==> src/rtl/scr1_mem_arb_pkg.sv <==
// Shared types for the two-to-one memory arbiter.
// Contents: memory command/width/response encodings, widths of the core memory
// interfaces, the FIFO owner-ID encoding and the lock FSM state encoding.
package scr1_mem_arb_pkg;

    localparam int unsigned SCR1_IMEM_AWIDTH = 32;
    localparam int unsigned SCR1_IMEM_DWIDTH = 32;
    localparam int unsigned SCR1_DMEM_AWIDTH = 32;
    localparam int unsigned SCR1_DMEM_DWIDTH = 32;

    typedef enum logic {
        SCR1_MEM_CMD_RD = 1'b0,
        SCR1_MEM_CMD_WR = 1'b1
    } type_scr1_mem_cmd_e;

    typedef enum logic [1:0] {
        SCR1_MEM_WIDTH_BYTE  = 2'b00,
        SCR1_MEM_WIDTH_HWORD = 2'b01,
        SCR1_MEM_WIDTH_WORD  = 2'b10
    } type_scr1_mem_width_e;

    typedef enum logic [1:0] {
        SCR1_MEM_RESP_IDLE = 2'b00,
        SCR1_MEM_RESP_RDY  = 2'b01,
        SCR1_MEM_RESP_ER   = 2'b10
    } type_scr1_mem_resp_e;

    typedef enum logic {
        OWN_IMEM = 1'b0,
        OWN_DMEM = 1'b1
    } type_scr1_mem_arb_owner_e;

    typedef enum logic [1:0] {
        FREE   = 2'd0,
        LOCK_I = 2'd1,
        LOCK_D = 2'd2
    } type_scr1_mem_arb_fsm_e;

endpackage

==> src/rtl/scr1_mem_arb_if.sv <==
// Memory request/response port bundle, used for imem, dmem and the shared port.
// master: drives req/cmd/width/addr/wdata, receives req_ack/rdata/resp.
// slave : the opposite direction.
interface scr1_mem_arb_if;
    import scr1_mem_arb_pkg::*;

    logic                 req;
    type_scr1_mem_cmd_e   cmd;
    type_scr1_mem_width_e width;
    logic [31:0]          addr;
    logic [31:0]          wdata;
    logic                 req_ack;
    logic [31:0]          rdata;
    type_scr1_mem_resp_e  resp;

    modport master (
        output req, cmd, width, addr, wdata,
        input  req_ack, rdata, resp
    );

    modport slave (
        input  req, cmd, width, addr, wdata,
        output req_ack, rdata, resp
    );

endinterface

==> src/rtl/scr1_mem_arb_ordfifo.sv <==
// In-order owner-ID FIFO: records which requester issued each outstanding
// transaction so responses can be routed back in order.
// Ports: clk, rst_n (sync, active-low), push/push_owner, pop,
//        head (owner of oldest entry), empty, full, count.
module scr1_mem_arb_ordfifo
    import scr1_mem_arb_pkg::*;
#(
    parameter int unsigned DEPTH = 2
) (
    input  logic                     clk,
    input  logic                     rst_n,
    input  logic                     push,
    input  type_scr1_mem_arb_owner_e push_owner,
    input  logic                     pop,
    output type_scr1_mem_arb_owner_e head,
    output logic                     empty,
    output logic                     full,
    output logic [2:0]               count
);

    localparam int unsigned PtrW = (DEPTH > 1) ? $clog2(DEPTH) : 1;

    type_scr1_mem_arb_owner_e store [DEPTH];
    logic [PtrW-1:0]          wr_ptr;
    logic [PtrW-1:0]          rd_ptr;
    logic [2:0]               cnt;

    // Explicit wrap so non-power-of-two depths work.
    function automatic logic [PtrW-1:0] ptr_inc(input logic [PtrW-1:0] p);
        return (p == PtrW'(DEPTH - 1)) ? '0 : p + 1'b1;
    endfunction

    always_ff @(posedge clk) begin
        if (!rst_n) begin
            wr_ptr <= '0;
            rd_ptr <= '0;
            cnt    <= '0;
        end else begin
            if (push) wr_ptr <= ptr_inc(wr_ptr);
            if (pop)  rd_ptr <= ptr_inc(rd_ptr);
            case ({push, pop})
                2'b10:   cnt <= cnt + 3'd1;
                2'b01:   cnt <= cnt - 3'd1;
                default: cnt <= cnt;
            endcase
        end
    end

    // Payload needs no reset: entries are only read while counted valid.
    always_ff @(posedge clk) begin
        if (push) store[wr_ptr] <= push_owner;
    end

    assign head  = store[rd_ptr];
    assign empty = (cnt == 3'd0);
    assign full  = (cnt == 3'(DEPTH));
    assign count = cnt;

endmodule

==> src/rtl/scr1_mem_arb.sv <==
// Two-to-one memory arbiter: merges imem and dmem onto one shared memory port.
// Data-first priority with an anti-starvation counter, lock-until-ack on a
// presented request, and in-order response routing through an owner FIFO.
// Ports: clk, rst_n (sync, active-low); imem, dmem (slave side of requesters);
//        mem (master side toward memory); orphan_resp (response with no owner).
module scr1_mem_arb
    import scr1_mem_arb_pkg::*;
#(
    parameter int unsigned OUTST_DEPTH   = 2,
    parameter int unsigned DMEM_MAX_WINS = 4
) (
    input  logic           clk,
    input  logic           rst_n,
    scr1_mem_arb_if.slave  imem,
    scr1_mem_arb_if.slave  dmem,
    scr1_mem_arb_if.master mem,
    output logic           orphan_resp
);

    type_scr1_mem_arb_fsm_e   fsm_state;
    logic [3:0]               win_cnt;
    type_scr1_mem_arb_owner_e sel_owner;
    logic                     sel_req;
    logic                     present;
    logic                     accept;
    logic                     resp_valid;
    logic                     fifo_pop;
    logic                     fifo_empty;
    logic                     fifo_full;
    logic [2:0]               fifo_count;
    type_scr1_mem_arb_owner_e fifo_head;

    // Selection: frozen while locked; otherwise dmem first unless imem has
    // waited through DMEM_MAX_WINS consecutive dmem grants.
    always_comb begin
        sel_owner = OWN_IMEM;
        unique case (fsm_state)
            LOCK_I: sel_owner = OWN_IMEM;
            LOCK_D: sel_owner = OWN_DMEM;
            default: begin
                if (dmem.req && !(imem.req && win_cnt == 4'(DMEM_MAX_WINS))) begin
                    sel_owner = OWN_DMEM;
                end
            end
        endcase
    end

    assign sel_req = (sel_owner == OWN_DMEM) ? dmem.req : imem.req;
    // Full FIFO blocks presentation; mem.req never depends on mem.req_ack.
    assign present = rst_n && sel_req && !fifo_full;
    assign accept  = present && mem.req_ack;

    assign mem.req      = present;
    assign imem.req_ack = accept && (sel_owner == OWN_IMEM);
    assign dmem.req_ack = accept && (sel_owner == OWN_DMEM);

    always_comb begin
        mem.cmd   = SCR1_MEM_CMD_RD;
        mem.width = SCR1_MEM_WIDTH_WORD;
        mem.addr  = '0;
        mem.wdata = '0;
        if (rst_n) begin
            if (sel_owner == OWN_DMEM) begin
                mem.cmd   = dmem.cmd;
                mem.width = dmem.width;
                mem.addr  = 32'(dmem.addr);
                mem.wdata = dmem.wdata;
            end else begin
                mem.cmd  = imem.cmd;
                mem.addr = 32'(imem.addr);
            end
        end
    end

    // Response routing: the FIFO head owns the current response.
    assign resp_valid  = rst_n && (mem.resp != SCR1_MEM_RESP_IDLE);
    assign fifo_pop    = resp_valid && !fifo_empty;
    assign orphan_resp = resp_valid && fifo_empty;

    always_comb begin
        imem.resp  = SCR1_MEM_RESP_IDLE;
        imem.rdata = '0;
        dmem.resp  = SCR1_MEM_RESP_IDLE;
        dmem.rdata = '0;
        if (fifo_pop) begin
            if (fifo_head == OWN_DMEM) begin
                dmem.resp  = mem.resp;
                dmem.rdata = mem.rdata;
            end else begin
                imem.resp  = mem.resp;
                imem.rdata = mem.rdata;
            end
        end
    end

    always_ff @(posedge clk) begin
        if (!rst_n) begin
            fsm_state <= FREE;
            win_cnt   <= '0;
        end else begin
            if (accept) begin
                fsm_state <= FREE;
            end else if (present) begin
                fsm_state <= (sel_owner == OWN_DMEM) ? LOCK_D : LOCK_I;
            end else if (!sel_req) begin
                // Requester withdrew its request; release the lock.
                fsm_state <= FREE;
            end

            if (!imem.req || (accept && sel_owner == OWN_IMEM)) begin
                win_cnt <= '0;
            end else if (accept && sel_owner == OWN_DMEM &&
                         win_cnt < 4'(DMEM_MAX_WINS)) begin
                win_cnt <= win_cnt + 4'd1;
            end
        end
    end

    always_ff @(posedge clk) begin
        if (rst_n) begin
            assert (fifo_count <= 3'(OUTST_DEPTH));
        end
    end

    scr1_mem_arb_ordfifo #(
        .DEPTH (OUTST_DEPTH)
    ) u_ordfifo (
        .clk        (clk),
        .rst_n      (rst_n),
        .push       (accept),
        .push_owner (sel_owner),
        .pop        (fifo_pop),
        .head       (fifo_head),
        .empty      (fifo_empty),
        .full       (fifo_full),
        .count      (fifo_count)
    );

endmodule

==> src/flat_wrapper.sv <==
// flat-port wrapper written by rule: the top's interface ports become plain ports
module scr1_mem_arb_flat import scr1_mem_arb_pkg::*;
#(
    parameter int unsigned OUTST_DEPTH   = 2,
    parameter int unsigned DMEM_MAX_WINS = 4
)
  (clk, rst_n, orphan_resp, imem_req, imem_cmd, imem_width, imem_addr, imem_wdata, imem_req_ack, imem_rdata, imem_resp, dmem_req, dmem_cmd, dmem_width, dmem_addr, dmem_wdata, dmem_req_ack, dmem_rdata, dmem_resp, mem_req, mem_cmd, mem_width, mem_addr, mem_wdata, mem_req_ack, mem_rdata, mem_resp);
  scr1_mem_arb_if imem_i ();
  scr1_mem_arb_if dmem_i ();
  scr1_mem_arb_if mem_i ();
  input  logic clk;
  input  logic rst_n;
  output logic orphan_resp;
  input wire logic [$bits(imem_i.req)-1:0] imem_req;
  input wire logic [$bits(imem_i.cmd)-1:0] imem_cmd;
  input wire logic [$bits(imem_i.width)-1:0] imem_width;
  input wire logic [$bits(imem_i.addr)-1:0] imem_addr;
  input wire logic [$bits(imem_i.wdata)-1:0] imem_wdata;
  output wire logic [$bits(imem_i.req_ack)-1:0] imem_req_ack;
  output wire logic [$bits(imem_i.rdata)-1:0] imem_rdata;
  output wire logic [$bits(imem_i.resp)-1:0] imem_resp;
  input wire logic [$bits(dmem_i.req)-1:0] dmem_req;
  input wire logic [$bits(dmem_i.cmd)-1:0] dmem_cmd;
  input wire logic [$bits(dmem_i.width)-1:0] dmem_width;
  input wire logic [$bits(dmem_i.addr)-1:0] dmem_addr;
  input wire logic [$bits(dmem_i.wdata)-1:0] dmem_wdata;
  output wire logic [$bits(dmem_i.req_ack)-1:0] dmem_req_ack;
  output wire logic [$bits(dmem_i.rdata)-1:0] dmem_rdata;
  output wire logic [$bits(dmem_i.resp)-1:0] dmem_resp;
  output wire logic [$bits(mem_i.req)-1:0] mem_req;
  output wire logic [$bits(mem_i.cmd)-1:0] mem_cmd;
  output wire logic [$bits(mem_i.width)-1:0] mem_width;
  output wire logic [$bits(mem_i.addr)-1:0] mem_addr;
  output wire logic [$bits(mem_i.wdata)-1:0] mem_wdata;
  input wire logic [$bits(mem_i.req_ack)-1:0] mem_req_ack;
  input wire logic [$bits(mem_i.rdata)-1:0] mem_rdata;
  input wire logic [$bits(mem_i.resp)-1:0] mem_resp;
  assign imem_i.req = imem_req;
  assign imem_i.cmd = imem_cmd;
  assign imem_i.width = imem_width;
  assign imem_i.addr = imem_addr;
  assign imem_i.wdata = imem_wdata;
  assign imem_req_ack = imem_i.req_ack;
  assign imem_rdata = imem_i.rdata;
  assign imem_resp = imem_i.resp;
  assign dmem_i.req = dmem_req;
  assign dmem_i.cmd = dmem_cmd;
  assign dmem_i.width = dmem_width;
  assign dmem_i.addr = dmem_addr;
  assign dmem_i.wdata = dmem_wdata;
  assign dmem_req_ack = dmem_i.req_ack;
  assign dmem_rdata = dmem_i.rdata;
  assign dmem_resp = dmem_i.resp;
  assign mem_req = mem_i.req;
  assign mem_cmd = mem_i.cmd;
  assign mem_width = mem_i.width;
  assign mem_addr = mem_i.addr;
  assign mem_wdata = mem_i.wdata;
  assign mem_i.req_ack = mem_req_ack;
  assign mem_i.rdata = mem_rdata;
  assign mem_i.resp = mem_resp;
  scr1_mem_arb #(.OUTST_DEPTH(OUTST_DEPTH), .DMEM_MAX_WINS(DMEM_MAX_WINS)) u_core (.clk(clk), .rst_n(rst_n), .imem(imem_i), .dmem(dmem_i), .mem(mem_i), .orphan_resp(orphan_resp));
endmodule
==> config.mk <==
export PLATFORM = sky130hd
export DESIGN_NAME = scr1_mem_arb_flat
export DESIGN_NICKNAME = d
export VERILOG_FILES = /design/src/rtl/scr1_mem_arb_pkg.sv /design/src/rtl/scr1_mem_arb_if.sv /design/src/rtl/scr1_mem_arb_ordfifo.sv /design/src/rtl/scr1_mem_arb.sv /design/src/flat_wrapper.sv
export SDC_FILE = /design/constraint.sdc
export NUM_CORES = 1
export LEC_CHECK = 0
export BUFFER_PORTS_ARGS = -buffer_cell sky130_fd_sc_hd__buf_4
export CORE_AREA = 2 2 122 124
export CTS_CLUSTER_SIZE = 16
export DETAILED_ROUTE_END_ITERATION = 7
export DIE_AREA = 0 0 124 126
export SETUP_SLACK_MARGIN = 0.02
export SLEW_MARGIN = 10
export SYNTH_ARGS = -nofsm -noshare
export SYNTH_HDL_FRONTEND = slang
export SYNTH_HIERARCHICAL = 1
export SYNTH_SLANG_ARGS = --single-unit
==> constraint.sdc <==
create_clock -name clk -period 3.1 [get_ports clk]
set_input_delay 0.93 -clock clk [delete_from_list [all_inputs] [get_ports clk]]
set_output_delay 0.93 -clock clk [all_outputs]
set_load 0.05 [all_outputs]
* Word-level counts from Yosys, hierarchy flattened
Memories as Yosys holds them, arrays and structs flattened. A register that Yosys moved wholly into a read port is not among the register bits. Index checks and enable logic that the tools add are counted.
Word-level totals: memories 1, latch bits 0, logic and storage cells 71, register bits 11, memory bits (writable) 2, output and inout bits 139, input port bits 173, memory bits (read-only) 0
Memory list:
- u_core.u_ordfifo.store | words 2, bits a word 1, read ports 1, clocked after Yosys merged registers in 1, wr ports 1, line scr1_mem_arb_ordfifo.sv:23 | type_scr1_mem_arb_owner_e store [DEPTH];
Operators by class: bitwise logic cells 2, multiplexer cells 29, multipliers 0, add/sub/neg operators 5, div/mod/pow operators 0, order comparisons 1, shift operators 0, reductions and logical operators 21, equal/unequal tests 7
Operator list (count):
- two-way mux 32 bit | 8
- two-way mux 2 bit | 9
- logical AND 1 bit | 11
- two-way mux 1 bit | 10
- case mux 3 bit (2 select lines) | 1
- adder 4 x 1 -> 4 bit, second input constant | 1
- == test 2 x 1 -> 1 bit, second input constant | 2
- == test 2 bit, second input constant | 2
- == test 4 x 3 -> 1 bit, second input constant | 1
- zero test 1 bit | 4
- less-than comparator 4 x 3 -> 1 bit, second input constant | 1
- nonzero test 2 bit | 2
- OR reduction 2 bit | 2
- adder 3 x 1 -> 3 bit, second input constant | 1
- == test 3 x 2 -> 1 bit, second input constant | 1
- zero test 3 bit | 1
- subtractor 3 x 1 -> 3 bit, second input constant | 1
- adder 1 bit, second input constant | 2
- inequality test 2 bit, second input constant | 1
- NOT 1 bit | 2
- case mux 1 bit (2 select lines) | 1
- logical OR 1 bit | 1

* Depth between registers and ports, before layout
depth after elaboration 13, mapped depth 13

* Modules after synthesis
Netlist, hierarchy kept.
Modules (own cells, without submodules):
- scr1_mem_arb | cells each 276, instances 1, area an instance 1705.4 µm²
- scr1_mem_arb_ordfifo | cells each 33, instances 1, area an instance 351.6 µm²

* Worst setup path after synthesis
Ideal clock, no wire load.
path type input to output, start in dmem_req, end out mem_addr[12], stages 6, setup slack -0.560 ns, required time 2.170 ns, arrival 2.730 ns, path through mux2i_1 -> a41o_2 -> buf_6 -> buf_6 -> nand2_1 -> a21boi_0
On the way: word-level cells in the longest chain between the ends 5
RTL lines:
- start, declared | line flat_wrapper.sv:22 | input wire logic [$bits(dmem_i.req)-1:0] dmem_req;
- logical AND 1 bit | line scr1_mem_arb.sv:41 | if (dmem.req && !(imem.req && win_cnt == 4'(DMEM_MAX_WINS))) begin
- two-way mux 1 bit | line scr1_mem_arb.sv:41
- case mux 1 bit (2 select lines) | line scr1_mem_arb.sv:37 | unique case (fsm_state)
- two-way mux 32 bit | line scr1_mem_arb.sv:63 | if (sel_owner == OWN_DMEM) begin
- two-way mux 32 bit | line scr1_mem_arb.sv:62 | if (rst_n) begin
- end, declared | line flat_wrapper.sv:33 | output wire logic [$bits(mem_i.addr)-1:0] mem_addr;
No other way between the ends.

* Worst setup path after layout
start in imem_req, end out dmem_req_ack
On the way: word-level cells in the longest chain between the ends 10
RTL lines:
- start, declared | line flat_wrapper.sv:14 | input wire logic [$bits(imem_i.req)-1:0] imem_req;
- logical AND 1 bit | line scr1_mem_arb.sv:41
- zero test 1 bit | line scr1_mem_arb.sv:41
- logical AND 1 bit | line scr1_mem_arb.sv:41
- two-way mux 1 bit | line scr1_mem_arb.sv:41
- case mux 1 bit (2 select lines) | line scr1_mem_arb.sv:37
- two-way mux 1 bit | line scr1_mem_arb.sv:48 | assign sel_req = (sel_owner == OWN_DMEM) ? dmem.req : imem.req;
- logical AND 1 bit (2 in a row) | line scr1_mem_arb.sv:50 | assign present = rst_n && sel_req && !fifo_full;
- logical AND 1 bit | line scr1_mem_arb.sv:51 | assign accept = present && mem.req_ack;
- logical AND 1 bit (*) | line scr1_mem_arb.sv:55 | assign dmem.req_ack = accept && (sel_owner == OWN_DMEM);
- end, declared | line flat_wrapper.sv:27 | output wire logic [$bits(dmem_i.req_ack)-1:0] dmem_req_ack;
Every way passes the cells marked *; elsewhere a longest branch is shown, timed or not.

==> results.json <==
{
  "power_frac_clock": 0.147,
  "layout_commonest_cell": "buf_4",
  "rows": 44,
  "synthMuxAreaShare": 0.01034,
  "hpwl_mm": 7.672,
  "die_h_um": 126,
  "tightestPinTransition_ps": 558.5,
  "post-route-period-util": 0.9699,
  "endpoint_kind": "primary output",
  "crit_type": "in2out",
  "synthAdderAreaFrac": 0.03406,
  "layout_min_cycle_time_ps": 3007,
  "io_pins": 312,
  "grt_overflow_total": 0,
  "grt_antenna_before_repair": 0,
  "worstSetupStartpointType": "primary input",
  "cts.htree.levels": 1,
  "intPower_mw": 0.8400,
  "grt_max_degree": 68,
  "postCtsSetupBuffers": 0,
  "clockRootBuffer": "clkbuf_16",
  "die_w_um": 124,
  "async_reset_ff_frac": 0,
  "place_area_um2": 4537,
  "synth_top_family_by_area": "simple AND/OR/NAND/NOR gates",
  "power_frac_seq": 0.129,
  "power.total_mw": 1.657,
  "ant_nets": 0,
  "fin_nets": 762,
  "setup_slack_ps": 93.37,
  "stdcell_area_um2": 4817,
  "clkSinkCount": 14,
  "power_density_nw_per_um2": 344.1,
  "crit_required_ps": 2170,
  "design.core.area_um2": 14310,
  "synth_xor_area_frac": 0.01277,
  "grt_pass1_vias": 2914,
  "synth_nets": 487,
  "drt_wl_total_mm": 9.631,
  "portBuffers": 277,
  "fmax_ghz": 0.3326,
  "grt_pass1_wl_mm": 14.26,
  "fin_setup_tns_ps": 0,
  "cts_tree": "built",
  "area_growth_pct": 134.2,
  "synthFlopType": "dfxtp_1",
  "max_cap_viol_count": 0,
  "place_ws_ps": 29.96,
  "relSlewSlack": 0.6248,
  "vias": 3132,
  "hold_viol_final": 0,
  "drc": 0,
  "synth-compound-area-share": 0.1861,
  "setup_violations": 0,
  "cts_made_buffers": 3,
  "ys_types": 46,
  "place.gp.congestion": 0.7582,
  "diodes": 0,
  "syn_area_per_cell_um2": 6.657,
  "p_leak_nw": 2.648,
  "clkTransAtPathRegs_ps": 50,
  "clockBufferDepth": 2,
  "switchingPower_mw": 0.8174,
  "cts.hold.buffers_added": 0,
  "synthCells": 309,
  "run_status": "finished clean",
  "fin_skew_ps": 1.747,
  "maxSlewViolCount": 0,
  "dr.first_iter.drc_count": 91,
  "synth_warnings": 6,
  "viasPerCell": 4.083,
  "dr.pass1.iters": 4,
  "die_area_um2": 15620,
  "synthesis.area_um2": 2057,
  "yosys_register_bits": 14,
  "power_frac_comb": 0.723,
  "start_util": 0.1437,
  "grt_use_total": 0.1116,
  "synthSimpleGateAreaFrac": 0.5152,
  "final_cell_mix": "buf_4 (261), nand2_1 (68), and3_1 (67)",
  "layout-drive-gt1-share": 0.6003,
  "cp_max_fo": 3,
  "routedWlPerCell_um": 12.56,
  "arrival_ps": 2080,
  "switching_share": 0.4932,
  "yosysSeqAreaShare": 0.1460,
  "synth-edff-count": 2,
  "rsz0062_at_grt": "no",
  "vdd_drop_max_uv": 171.3,
  "worstSkewPairLatency_ps": 240,
  "hp-class": "reg2reg"
}
-- cell usage after synthesis, types with 2 or more instances --
cell / instances / area [um^2]
inv_1: 9 / 33.78
nor3_1: 2 / 10.01
xor2_1: 2 / 17.52
o21ai_0: 2 / 10.01
and3_1: 67 / 419.2
buf_4: 3 / 22.52
buf_6: 4 / 45.04
nand2_1: 68 / 255.2
nor2_1: 9 / 33.78
nor2b_1: 2 / 12.51
a21boi_1: 14 / 105.1
a22oi_1: 2 / 15.01
edfxtp_1: 2 / 60.06
clkbuf_2: 4 / 20.02
a21boi_0: 20 / 150.1
and2_1: 39 / 244.0
buf_2: 3 / 15.01
dfxtp_1: 12 / 240.2
a211oi_2: 2 / 25.02
ha_1: 4 / 50.05
or3_1: 2 / 12.51
clkbuf_1: 13 / 48.80
-- critical path, stage by stage --
cell and delay [ps]:
buf_4 120, or3_1 370, and4b_4 230, nand2_4 80, buf_4 130, nor2_2 30, buf_4 180
-- kinds of logic after synthesis --
kind of cell,Yosys count
AO/OA/AOI/OAI,49
adder cells (fa/ha/maj),5
buffers and inverters,38
XOR/XNOR,3
flip-flops,14
multiplexers,2
AND/OR/NAND/NOR,198
-- registers in the layout, indices dropped and copies added (netlist names), named ones only --
register	flops
u_core/fsm_state	2
u_core/win_cnt	4
u_core/u_ordfifo/count	3
u_core/u_ordfifo/wr_ptr	1
u_core/u_ordfifo/rd_ptr	1
u_core/u_ordfifo/store	2
-- through the flow --
step | cells | hold WS (ps) | util
2_1_floorplan | 309 | 464.6 | -
5_1_grt | 767 | 521.0 | 0.3365
6_report | 767 | 494.3 | 0.3365
3_3_place_gp | 762 | 491.3 | 0.3170
3_5_place_dp | 762 | 489.6 | 0.3170
4_1_cts | 767 | 500.2 | 0.3312
-- power by group through the flow --
stage	combinational (mW)	sequential [mW]	clock [mW]
6_report	1.20	0.214	0.244
5_1_grt	1.27	0.215	0.259
4_1_cts	1.19	0.214	0.252
3_5_place_dp	1.16	0.217	0
3_3_place_gp	1.15	0.217	0
2_1_floorplan	0.740	0.215	0
-- area by class of cell --
cell class	instances	area (um^2)
Timing Repair Buffer	297	2425
Clock inverter	1	3.754
Fill cell	1553	9497
Inverter	11	51.30
Sequential cell	14	300.3
Multi-Input combinational cell	257	1732
Tap cell	184	230.2
Clock buffer	3	75.07
-- path summary, 6_finish.rpt --
check	endpoint	cells after the start	startpoint	slack (ps)
setup / recovery	dmem_req_ack	7	imem_req	90
hold / removal	u_core/win_cnt[1]	1	u_core/win_cnt[1]	490
setup reg to reg	u_core/u_ordfifo/count[2]	13	u_core/fsm_state[0]	450
hold reg to reg	u_core/win_cnt[1]	1	u_core/win_cnt[1]	490
-- metal layers --
metal | vias up | global-route usage | part of all wire
li1 | 1594 | - | -
met1 | 1396 | 0.1364 | 0.40
met2 | 132 | 0.2049 | 0.52
met3 | 10 | 0.01585 | 0.077
met4 | 0 | 0.02313 | 0.010
met5 | - | 0 | 0
-- what timing repair did --
| action | CTS | global route |
|---|---|---|
| gates resized for setup | 26 | 15 |
| endpoints found under the setup margin | 32 | 65 |
| pin swaps | 1 | 1 |
| gates cloned | 1 | 0 |
No activity file was read; power rests on OpenSTA's default activity.
